`src/rtl/inst_loader_pkg.sv`:
```
// Shared definitions for the instruction loader: FSM state encoding and frame byte order.
package inst_loader_pkg;

  typedef enum logic [2:0] {
    S_LEN_HI = 3'd0,
    S_LEN_LO = 3'd1,
    S_DATA   = 3'd2,
    S_DONE   = 3'd3,
    S_ERR    = 3'd4
  } load_state_t;

  localparam logic [1:0] LAST_BYTE_IDX = 2'd3;

  // Words arrive MSB first, so each new byte enters at the bottom and older bytes move up.
  function automatic logic [31:0] shift_in_byte(input logic [31:0] word, input logic [7:0] data);
    return {word[23:0], data};
  endfunction

endpackage

```
`src/rtl/inst_loader_timeout.sv`:
```
// Idle-cycle watchdog: counts cycles without a byte while enabled, flags when TIMEOUT is reached.
module inst_loader_timeout #(
  parameter int TIMEOUT = 100000
) (
  input  logic clk,
  input  logic reset,
  input  logic clear,
  input  logic enable,
  output logic expired
);

  localparam int CNT_W = $clog2(TIMEOUT + 1);

  logic [CNT_W-1:0] idle_cnt_reg;

  // Fires during the TIMEOUT-th consecutive idle cycle so the FSM aborts on that edge.
  assign expired = enable && !clear && (idle_cnt_reg == CNT_W'(TIMEOUT - 1));

  always_ff @(posedge clk or negedge reset) begin
    if (!reset) begin
      idle_cnt_reg <= '0;
    end else if (clear || !enable) begin
      idle_cnt_reg <= '0;
    end else if (!expired) begin
      idle_cnt_reg <= idle_cnt_reg + CNT_W'(1);
    end
  end

endmodule

```
`src/rtl/inst_loader.sv`:
```
// Receives a length-prefixed program image over a byte stream and writes it word by word
// into instruction RAM, holding the CPU in reset until the image is complete.
module inst_loader
  import inst_loader_pkg::*;
#(
  parameter int MAX_WORDS = 64,
  parameter int TIMEOUT   = 100000
) (
  input  logic        clk,
  input  logic        reset,
  input  logic [7:0]  rx_data,
  input  logic        rx_valid,
  input  logic        load_start,
  output logic        mem_we,
  output logic [31:0] mem_addr,
  output logic [31:0] mem_wdata,
  output logic        cpu_hold,
  output logic        load_done,
  output logic        load_err
);

  localparam int IDX_W = (MAX_WORDS > 1) ? $clog2(MAX_WORDS) : 1;

  load_state_t      state_reg;
  logic [15:0]      word_cnt_reg;
  logic [IDX_W-1:0] word_idx_reg;
  logic [1:0]       byte_idx_reg;
  logic [31:0]      word_buf_reg;

  logic [15:0]      len_full;
  logic [31:0]      word_full;
  logic             last_word;
  logic             timeout_clear;
  logic             timeout_enable;
  logic             timeout_expired;

  assign len_full  = {word_cnt_reg[15:8], rx_data};
  assign word_full = shift_in_byte(word_buf_reg, rx_data);
  assign last_word = ((16'(word_idx_reg) + 16'd1) == word_cnt_reg);

  // Only a frame that has started but not finished is subject to the idle abort.
  assign timeout_clear  = rx_valid | load_start;
  assign timeout_enable = (state_reg == S_LEN_LO) || (state_reg == S_DATA);

  inst_loader_timeout #(
    .TIMEOUT (TIMEOUT)
  ) u_timeout (
    .clk     (clk),
    .reset   (reset),
    .clear   (timeout_clear),
    .enable  (timeout_enable),
    .expired (timeout_expired)
  );

  always_ff @(posedge clk or negedge reset) begin
    if (!reset) begin
      state_reg    <= S_LEN_HI;
      word_cnt_reg <= '0;
      word_idx_reg <= '0;
      byte_idx_reg <= '0;
      word_buf_reg <= '0;
      mem_we       <= 1'b0;
      mem_addr     <= '0;
      mem_wdata    <= '0;
      cpu_hold     <= 1'b1;
      load_done    <= 1'b0;
      load_err     <= 1'b0;
    end else begin
      mem_we <= 1'b0;
      if (load_start) begin
        // Re-arming takes priority over any byte arriving in the same cycle.
        state_reg    <= S_LEN_HI;
        word_cnt_reg <= '0;
        word_idx_reg <= '0;
        byte_idx_reg <= '0;
        word_buf_reg <= '0;
        cpu_hold     <= 1'b1;
        load_done    <= 1'b0;
        load_err     <= 1'b0;
      end else begin
        case (state_reg)
          S_LEN_HI: begin
            if (rx_valid) begin
              word_cnt_reg <= {rx_data, 8'h00};
              state_reg    <= S_LEN_LO;
            end
          end
          S_LEN_LO: begin
            if (rx_valid) begin
              word_cnt_reg <= len_full;
              word_idx_reg <= '0;
              byte_idx_reg <= '0;
              if (len_full == 16'd0) begin
                state_reg <= S_DONE;
              end else if (len_full > 16'(MAX_WORDS)) begin
                state_reg <= S_ERR;
              end else begin
                state_reg <= S_DATA;
              end
            end else if (timeout_expired) begin
              state_reg <= S_ERR;
            end
          end
          S_DATA: begin
            if (rx_valid) begin
              word_buf_reg <= word_full;
              if (byte_idx_reg == LAST_BYTE_IDX) begin
                mem_we       <= 1'b1;
                mem_addr     <= {{(30 - IDX_W){1'b0}}, word_idx_reg, 2'b00};
                mem_wdata    <= word_full;
                byte_idx_reg <= '0;
                // The index stops on the final word so it can never wrap past capacity.
                if (last_word) begin
                  state_reg <= S_DONE;
                end else begin
                  word_idx_reg <= word_idx_reg + IDX_W'(1);
                end
              end else begin
                byte_idx_reg <= byte_idx_reg + 2'd1;
              end
            end else if (timeout_expired) begin
              state_reg <= S_ERR;
            end
          end
          S_DONE: begin
            load_done <= 1'b1;
            cpu_hold  <= 1'b0;
          end
          S_ERR: begin
            load_err <= 1'b1;
            cpu_hold <= 1'b1;
          end
          default: begin
            state_reg <= S_LEN_HI;
          end
        endcase
      end
    end
  end

endmodule
```
`config.mk`:
```
export PLATFORM = sky130hd
export DESIGN_NAME = inst_loader
export DESIGN_NICKNAME = d
export VERILOG_FILES = /design/src/rtl/inst_loader_pkg.sv /design/src/rtl/inst_loader_timeout.sv /design/src/rtl/inst_loader.sv
export SDC_FILE = /design/constraint.sdc
export NUM_CORES = 1
export LEC_CHECK = 0
export CELL_PAD_IN_SITES_DETAIL_PLACEMENT = 0
export CELL_PAD_IN_SITES_GLOBAL_PLACEMENT = 2
export CORE_ASPECT_RATIO = 0.6
export CORE_MARGIN = 5
export CORE_UTILIZATION = 35
export CTS_CLUSTER_SIZE = 25
export DETAILED_ROUTE_END_ITERATION = 10
export GPL_ROUTABILITY_DRIVEN = 1
export PLACE_DENSITY_LB_ADDON = 0.05
export SLEW_MARGIN = 40
export SYNTH_ARGS = -nofsm -noshare
export SYNTH_HDL_FRONTEND = slang
export SYNTH_SLANG_ARGS = --single-unit
export TNS_END_PERCENT = 50
```
`constraint.sdc`:
```
create_clock -name clk -period 2.48 [get_ports clk]
set_input_delay 0.744 -clock clk [delete_from_list [all_inputs] [get_ports clk]]
set_output_delay 0.744 -clock clk [all_outputs]
set_load 0.01 [all_outputs]
```
# Word-level counts from Yosys, hierarchy flattened
# Index checks and enable logic that the tools add are counted.
op_classes:
  n_reduce_logical: 24
  bitwise_logic: 2
  n_lt_le_gt_ge: 1
  addsub: 4
  n_eq_ne: 17
  n_mux: 40
ops:
  columns: ["cell", "count"]
  rows:
  - ["24-bit two-way mux", 3]
  - ["17-bit two-way mux", 2]
  - ["16-bit two-way mux", 2]
  - ["16-bit one-hot mux with 2 select lines", 1]
  - ["6-bit two-way mux", 5]
  - ["3-bit two-way mux", 9]
  - ["17-bit by 1-bit adder with 17-bit output, second input constant", 1]
  - ["17-bit equality test, second input constant", 1]
  - ["7-bit by 16-bit equality test with 1-bit output", 1]
  - ["16-bit by 7-bit > comparator with 1-bit output, second input constant", 1]
  - ["16-bit logical NOT", 1]
  - ["3-bit != test, second input constant", 4]
  - ["3-bit one-hot mux with 4 select lines", 1]
  - ["6-bit one-hot mux with 2 select lines", 1]
  - ["2-bit nonzero test", 5]
  - ["1-bit two-way mux", 9]
  - ["3-bit AND reduction", 3]
  - ["3-bit nonzero test", 3]
  - ["2-bit two-way mux", 4]
  - ["8-bit two-way mux", 1]
  - ["4-bit AND reduction", 2]
  - ["6-bit by 1-bit adder with 7-bit output, second input constant", 1]
  - ["6-bit by 1-bit adder with 6-bit output, second input constant", 1]
  - ["3-bit by 2-bit equality test with 1-bit output, second input constant", 2]
  - ["other kinds (20)", 24]
totals:
  inputBits: 12
  regBits: 110
  wordCells: 101
  output_inout_bits: 68

# Logic depth before layout (Yosys ltp)
# Gate-level depths: netlist of the first run.
logic_depth:
  ltp_word: 8
  depth_mapped: 8
  ltp_nobuf: 7

# Hierarchy
# Synthesis of the first run repeated with hierarchy kept, for this count alone.
unflattened:
  hier_cells: 423
  hier_area_um2: 5041.1
modules_own_cells:
  columns: ["mod", "area_each_um2", "n_inst", "cells_per_inst", "seq_area_each_um2"]
  rows:
  - ["inst_loader", 4140.2, 1, 329, 2328.5]
  - ["inst_loader_timeout", 900.9, 1, 94, 425.4]

# Worst setup path after synthesis of the first run
# No wires, ideal clock.
synth_timing:
  kind: "reg-to-reg"
  start: "register word_idx_reg[0]"
  end: "register word_idx_reg[0]"
  required_time_ns: 2.355
  stages_incl_launch_ff: 9
  path_slack_ns: 0.439
  period_less_slack_ns: 2.041
  path_buffers: 1
  arrival_ns: 1.916
  cell_sequence: "dfrtp_1 ha_1 buf_2 nor2_1 o211ai_2 nor4_2 nand4_2 and2_4 mux2_2"
synth_via:
  elab_chain_len: 6
  word_cells_on_any_way: 10
  classes_between: "add/sub (2); eq/ne (2); mux (5); reduce/logical (1)"
synth_lines:
  columns: ["item", "line_no", "text"]
  rows:
  - ["from (decl)", "inst_loader.sv:26", "logic [IDX_W-1:0] word_idx_reg;"]
  - ["from (signal assigned)", "inst_loader.sv:116", "word_idx_reg <= word_idx_reg + IDX_W'(1);"]
  - ["parallel branches: the longest is 6 deep, another holds 6-bit by 1-bit adder with 7-bit output", null, null]
# Several ways; the timed one is not identified. The select of a mux whose other input is x is not followed.
# A chain may end at the register's enable or synchronous reset.

# Worst setup path in the final report of the first run
# Same ends and word-level chain as after synthesis.

==> implementation parameters, run 1 <==
Parameter                              Value

Floorplanning
  Cell row count ... 34
  Die height ... 103 µm
  Die area ... 17,100 µm²
  Number of top-level pins ... 80
  Area of the core ... 14,400 µm²
  Starting utilization of the core area ... 35.4%
  Width of the die ... 166 µm

Logic synthesis
  Number of synthesized flops with an enable pin ... 0
  Cell count after synthesis ... 453
  Share of async-settable or async-resettable flops after synthesis ... 100%
  Top FF cell, synth ... dfrtp_1
  Seq cells post-synth ... 110
  Total standard cell area after synthesis ... 5090 µm²
  Number of warnings issued by yosys ... 0
  Netlist cell types ... 58
  Avg Inst Size Synth ... 11.2 µm²
  Fraction of the yosys area taken by sequential cells ... 54.1%

Setup path
  Kind of start point of the critical path ... register
  Worst setup path startpoint ... word_idx_reg[0]
  Register-to-Register Path Depth ... 9
  Destination of the critical timing path ... word_idx_reg[0]
  Register-to-Register Setup Slack ... 190 ps
  CP endpoint kind ... register
  Largest fanout of any net on the critical path ... 6
  Critical path required time ... 2770 ps
  Launch instance of the worst register-to-register path ... word_idx_reg[0]
  Worst reg2reg path endpoint ... word_idx_reg[0]
  Critical path start-end classification ... reg -> reg
  Arrival time of the worst setup path ... 2580 ps

Clock tree
  Clock tree from TritonCTS ... done
  Total number of H-tree levels ... 3
  Num CTS Buffers ... 9
  Clock Latency Late Sink ... 350 ps
  Resized Gates After CTS ... 0
  TritonCTS sink count ... 110
  Number of buffers between clock root and the deepest sink ... 2
  Clock transition at the register clock pins on the worst setup and hold paths after CTS ... 80 ps
  Setup fix buffers added after clock tree synthesis ... 0
  Number of hold buffers added after CTS ... 0
  Root buf cell ... clkbuf_16

Run status
  Status ... complete, no violations

Flow run
  Maxcap violations ... 0

Drt
  Vias per inst ... 4.86
  Count of nets left with antenna violations after detail routing ... 0
  Via count ... 3,609
  Wire per inst ... 17.1 µm
  Pre-Repair DR Iteration Count ... 4
  Violation count after the first detailed-route iteration ... 236
  Drt drc ... 0
  Post-Route WL ... 12.7 mm

STA
  Tcrit/Tclk final ... 92.2%
  Final count of hold timing violations ... 0
  Max-slew violations ... 0
  Worst setup margin ... 194 ps
  Worst hold-check slack ... 284 ps
  RSZ-0062 raised after global routing ... no
  Maximum clock skew at final layout ... 13.7 ps
  Actual slew at the worst max-slew pin ... 694 ps
  Fin crit period ... 2290 ps
  Max Clock Freq ... 437 MHz
  Number of failing setup endpoints in the final timing report ... 0
  Fin Setup TNS ... 0 ps
  Max_slew headroom ... 53.7%

Placement
  Setup slack after placement ... 33.7 ps
  Placed Instance Area ... 6040 µm²
  Number of placed instances with taps included ... 727
  Placer congestion estimate ... 0.801
  Placed wire-length estimate ... 9.37 mm
  Port Buf Inserts ... 53

Power
  Power per standard cell area ... 561 nW/µm²
  Overall power consumption ... 3.56 mW
  Maximum VDD drop ... 311 µV
  Static Leakage ... 2.93 nW

GRT
  Wire length of the first global-routing pass ... 20.2 mm
  Number of global-route vias before repair ... 3,550
  Number of antenna violations at the first check in global routing ... 0
  Remaining global-route overflow ... 0
  Pin count of the biggest net entering global routing ... 48
  Total routing usage reported by global routing ... 15.0%

Cells and area
  Final-stage net count ... 555
  Diode insertion count for antenna repair ... 0
  Commonest cells after routing, fill and taps aside ... 109 x dfrtp_1, 52 x clkdlybuf4s50_1, 47 x nand2_1
  Layout cell share with drive strength beyond 1 ... 20.4%
  Sequential cell area ... 2750 µm²
  Final standard cell area without fillers ... 6340 µm²
  Final Instance Count excl. Fillers ... 743
  Area growth from synthesis to layout ... 24.6%
  Largest register FFs ... 32
  Final core utilization ... 44.1%
  Footprint of the multi-input gates ... 2130 µm²
  Number of filler instances in the final layout ... 1,371
  Leading cell type in the layout, fill and taps excluded ... dfrtp_1

Worst hold path
  Path class of the lowest-slack min-delay path ... in -> async
## synthesized netlist by cell type, drive strengths merged (2+ instances only)
master | n | area share [%]
a211o | 3 | 0.52
a21oi | 22 | 2.2
a22o | 34 | 5.8
a2bb2oi | 2 | 0.34
a31oi | 4 | 0.49
and2 | 3 | 0.42
and4 | 2 | 0.34
buf | 33 | 4.6
clkbuf | 13 | 0.98
dfrtp | 109 | 54
ha | 3 | 0.74
inv | 5 | 0.37
mux2 | 38 | 8.4
nand2 | 48 | 3.6
nand2b | 5 | 0.61
nand3 | 12 | 1.2
nand4 | 6 | 0.86
nor2 | 35 | 2.6
nor2b | 4 | 0.49
nor3 | 7 | 0.79
nor4 | 8 | 1.5
nor4b | 3 | 0.52
o211ai | 2 | 0.39
o21ai | 5 | 0.49
o31ai | 2 | 0.29
o41ai | 2 | 0.34
or2 | 3 | 0.37
xnor2 | 7 | 1.2
xor2 | 17 | 3.1
## worst min path at each step
stage                                 from                to  slack, ps
after floorplan                      reset   byte_idx_reg[0]        450
after global placement    word_buf_reg[21]  word_buf_reg[21]        480
after detailed placement  word_buf_reg[16]  word_buf_reg[16]        490
after CTS                            reset         load_done        290
after global routing                 reset         load_done        290
final                                reset         load_done        280
## routing by layer
layer / track usage (%) / vias to the layer above / share of wire (%)
met3: 3.30 / 7 / 4.2
met2: 21.8 / 72 / 42
met4: 3.11 / 0 / 0.81
met1: 23.1 / 1792 / 53
li1: - / 1738 / -
met5: 0 / - / 0
## power by group
group          switching [mW]  leakage (nW)  internal (mW)
combinational           0.175          1.26          0.102
clock                   0.733         0.143          0.715
sequential             0.0208          1.53           1.81
## area by class of cell
cell class                      count  share of cell area, %
Clock buffer                        9                   3.55
Inverter                            5                  0.296
Sequential cell                   110                   43.4
Tap cell                          198                   3.91
Clock inverter                      7                   1.18
Multi-Input combinational cell    317                   33.5
Timing Repair Buffer               97                   14.1
## worst max-delay path, cell delays in order, from the launching register on
cell and delay, ps:
dfrtp_1 400, ha_1 250, buf_4 170, nor2_1 170, o211ai_2 110, nor4_2 300
nand4_2 200, buf_4 200, o22ai_1 210, mux2_2 210
## logic make-up (layout without fill, tap and decap cells)
group / count (synthesis) / after routing / synth area share (%)
simple gates: 144 / 144 / 14.6
mux: 39 / 39 / 8.60
buf+inv: 51 / 118 / 5.97
other cells: 1 / 26 / 0.0737
fa+ha+maj: 3 / 3 / 0.737
xor+xnor: 24 / 24 / 4.28
compound gates: 81 / 81 / 11.7
flops: 110 / 110 / 54.1
Note: power is estimated with default switching activity, not from simulation.
==> inputs of run 2 (changes only) <==
--- a/config.mk
+++ b/config.mk
@@ -13,7 +13,7 @@
 export CTS_CLUSTER_SIZE = 25
 export DETAILED_ROUTE_END_ITERATION = 10
 export GPL_ROUTABILITY_DRIVEN = 1
-export PLACE_DENSITY_LB_ADDON = 0.05
+export PLACE_DENSITY_LB_ADDON = 0.08
 export SLEW_MARGIN = 40
 export SYNTH_ARGS = -nofsm -noshare
 export SYNTH_HDL_FRONTEND = slang
==> run 2 against run 1 <==
Non-clock buffer count is 12 lower. Register-to-register slack worse by 80 ps. Critical path depth down 2. Sequential share of layout area increased by 0.66 points. Die area unchanged. Flip-flop and latch count unchanged. Design area fell by 1.5%. Combinational power decreased by 6%. Largest cell class unchanged. Largest power group unchanged.
==> implementation parameters, run 2 (synthesis results as in run 1) <==
Parameter                              Value

Run status
  Status ... complete, no violations

Setup path
  Largest fanout of any net on the critical path ... 7 (+1)
  CP cell instances ... ha_1 > nand3_1 > a211o_1 > a31oi_1 > nand4_2 > o22ai_1 > mux2_2
  Critical path required time ... 2780 ps (about the same)
  Critical path start-end classification ... reg -> reg
  Worst path buffer plus inverter count ... 0 (-2)
  CP endpoint kind ... register
  Slowest cell on the critical path ... dfrtp_1
  Kind of start point of the critical path ... register
  Arrival time of the worst setup path ... 2670 ps (+90 ps)
  Max stage delay on crit path ... 420 ps (+20 ps)
  Kind of cell adding the most delay to the critical path ... compound AO/OA/AOI/OAI gates

Cells and area
  Commonest cells after routing, fill and taps aside ... 109 x dfrtp_1, 52 x clkdlybuf4s50_1, 47 x nand2_1
  Final core utilization ... 43.5% (-0.66 points)
  Final-stage net count ... 543 (-2.2%)
  Diode insertion count for antenna repair ... 0 (unchanged)
  Final standard cell area without fillers ... 6250 µm² (-1.5%)
  Largest register FFs ... 32 (unchanged)
  Leading cell type in the layout, fill and taps excluded ... dfrtp_1
  Final Instance Count excl. Fillers ... 731 (-1.6%)
  Layout cell share with drive strength beyond 1 ... 18.6% (-1.8 points)
  Area growth from synthesis to layout ... 22.7%

Power
  Maximum VDD drop ... 270 µV (-13%)
  Static Leakage ... 2.87 nW (-2.0%)
  Overall power consumption ... 3.56 mW (+0.17%)
  Power per standard cell area ... 570 nW/µm² (+1.7%)

GRT
  Wire length of the first global-routing pass ... 20.1 mm (-0.31%)
  Met2 usage ... 20.1% (-1.7 points)
  Total routing usage reported by global routing ... 15.0% (-0.024 points)
  Busiest layer in global routing ... met1
  Number of global-route vias before repair ... 3,466 (-2.4%)
  Met1 routing resource usage after global routing ... 24.0% (+0.99 points)
  Pin count of the biggest net entering global routing ... 52 (+8.3%)
  Remaining global-route overflow ... 0 (unchanged)
  Number of antenna violations at the first check in global routing ... 0 (unchanged)
  Global-route track usage on met3 ... 3.76% (+0.46 points)

STA
  Max-slew violations ... 0 (unchanged)
  Fin Setup TNS ... 0 ps (unchanged)
  Actual slew at the worst max-slew pin ... 710 ps (+16.3 ps)
  Final count of hold timing violations ... 0 (unchanged)
  Fin crit period ... 2370 ps (+83.8 ps)
  Number of failing setup endpoints in the final timing report ... 0 (unchanged)
  Tcrit/Tclk final ... 95.6% (+3.4 points)
  Max_slew headroom ... 52.6% (-1.1 points)
  Worst hold-check slack ... 302 ps (+17.7 ps)
  Maximum clock skew at final layout ... 8.90 ps (-4.83 ps)
  Worst setup margin ... 110 ps (-83.8 ps)
  RSZ-0062 raised after global routing ... no
  Max Clock Freq ... 422 MHz (-3.5%)

Placement
  Placer congestion estimate ... 0.779 (-2.8%)
  Placed wire-length estimate ... 8.81 mm (-6.0%)
  Port Buf Inserts ... 53 (unchanged)
  Number of placed instances with taps included ... 715 (-1.7%)
  Setup slack after placement ... -64.6 ps (-98.3 ps)
  Placed Instance Area ... 5940 µm² (-1.7%)

Drt
  Violation count after the first detailed-route iteration ... 247 (+4.7%)
  Pre-Repair DR Iteration Count ... 4 (unchanged)
  Count of nets left with antenna violations after detail routing ... 0 (unchanged)
  Drt drc ... 0 (unchanged)
  Vias per inst ... 4.88 (+0.46%)
  Via count ... 3,567 (-1.2%)
  Wire per inst ... 16.7 µm (-2.1%)
  Post-Route WL ... 12.2 mm (-3.7%)

Floorplanning
  Cell row count ... 34 (unchanged)
  Starting utilization of the core area ... 35.4% (unchanged)
  Width of the die ... 166 µm (unchanged)
  Area of the core ... 14,400 µm² (unchanged)
  Die height ... 103 µm (unchanged)
  Die area ... 17,100 µm² (unchanged)
  Number of top-level pins ... 80 (unchanged)

Flow run
  Maxcap violations ... 0 (unchanged)

Clock tree
  Number of hold buffers added after CTS ... 0 (unchanged)
  Num CTS Buffers ... 9 (unchanged)
  Root buf cell ... clkbuf_16
  Clock transition at the register clock pins on the worst setup and hold paths after CTS ... 80 ps (about the same)
  Number of buffers between clock root and the deepest sink ... 2 (unchanged)
  Resized Gates After CTS ... 0 (unchanged)
  Total number of H-tree levels ... 3 (unchanged)
  Clock Latency Late Sink ... 350 ps (about the same)
  Clock tree from TritonCTS ... done
  Setup fix buffers added after clock tree synthesis ... 0 (unchanged)
  TritonCTS sink count ... 110 (unchanged)

Worst hold path
  Path class of the lowest-slack min-delay path ... in -> async
[run 2: changes by cell type in the layout (fill, tap and decap cells not counted), sizes merged]
cell	change
buf	-12
[run 2: power breakdown]
| group | internal, mW | switching (mW) | total (mW) |
|---|---|---|---|
| Combinational | 0.0915 | 0.168 | 0.259 |
| Clock | 0.725 | 0.747 | 1.47 |
| Sequential | 1.81 | 0.0214 | 1.83 |
| Total | 2.63 | 0.936 | 3.56 |
[run 2: final timing paths]
check                                 from  slack [ps]  cells after the start              end
setup / recovery           word_idx_reg[1]         110                      7  word_idx_reg[0]
min in group clk               mem_addr[5]         480                      2      mem_addr[5]
max in group asynchronous            reset        1560                      2     mem_wdata[7]
hold reg to reg                mem_addr[5]         480                      2      mem_addr[5]
hold / removal                       reset         300                      1     state_reg[1]
setup reg to reg           word_idx_reg[1]         110                      7  word_idx_reg[0]
[run 2: layout make-up]
cell class,instances,area (µm²)
Clock buffer,9,225
Tap cell,198,248
Fill cell,1396,8130
Clock inverter,7,82.6
Inverter,5,18.8
Timing Repair Buffer,85,793
Multi-Input combinational cell,317,2130
Sequential cell,110,2750
[run 2: routing by layer]
| layer | vias to the layer above | routed length (µm) |
|---|---|---|
| li1 | 1711 | - |
| met1 | 1760 | 6740 |
| met2 | 88 | 4790 |
| met3 | 8 | 622 |
| met4 | 0 | 72 |
| met5 | - | 0 |
[run 2: worst reg2reg max path, delay by kind of cell, from the launching register on]
kind            cells  cell delay (ps)
fa+ha+maj           1              310
simple gates        2              410
mux                 1              220
compound gates      3              950
flops               1              420
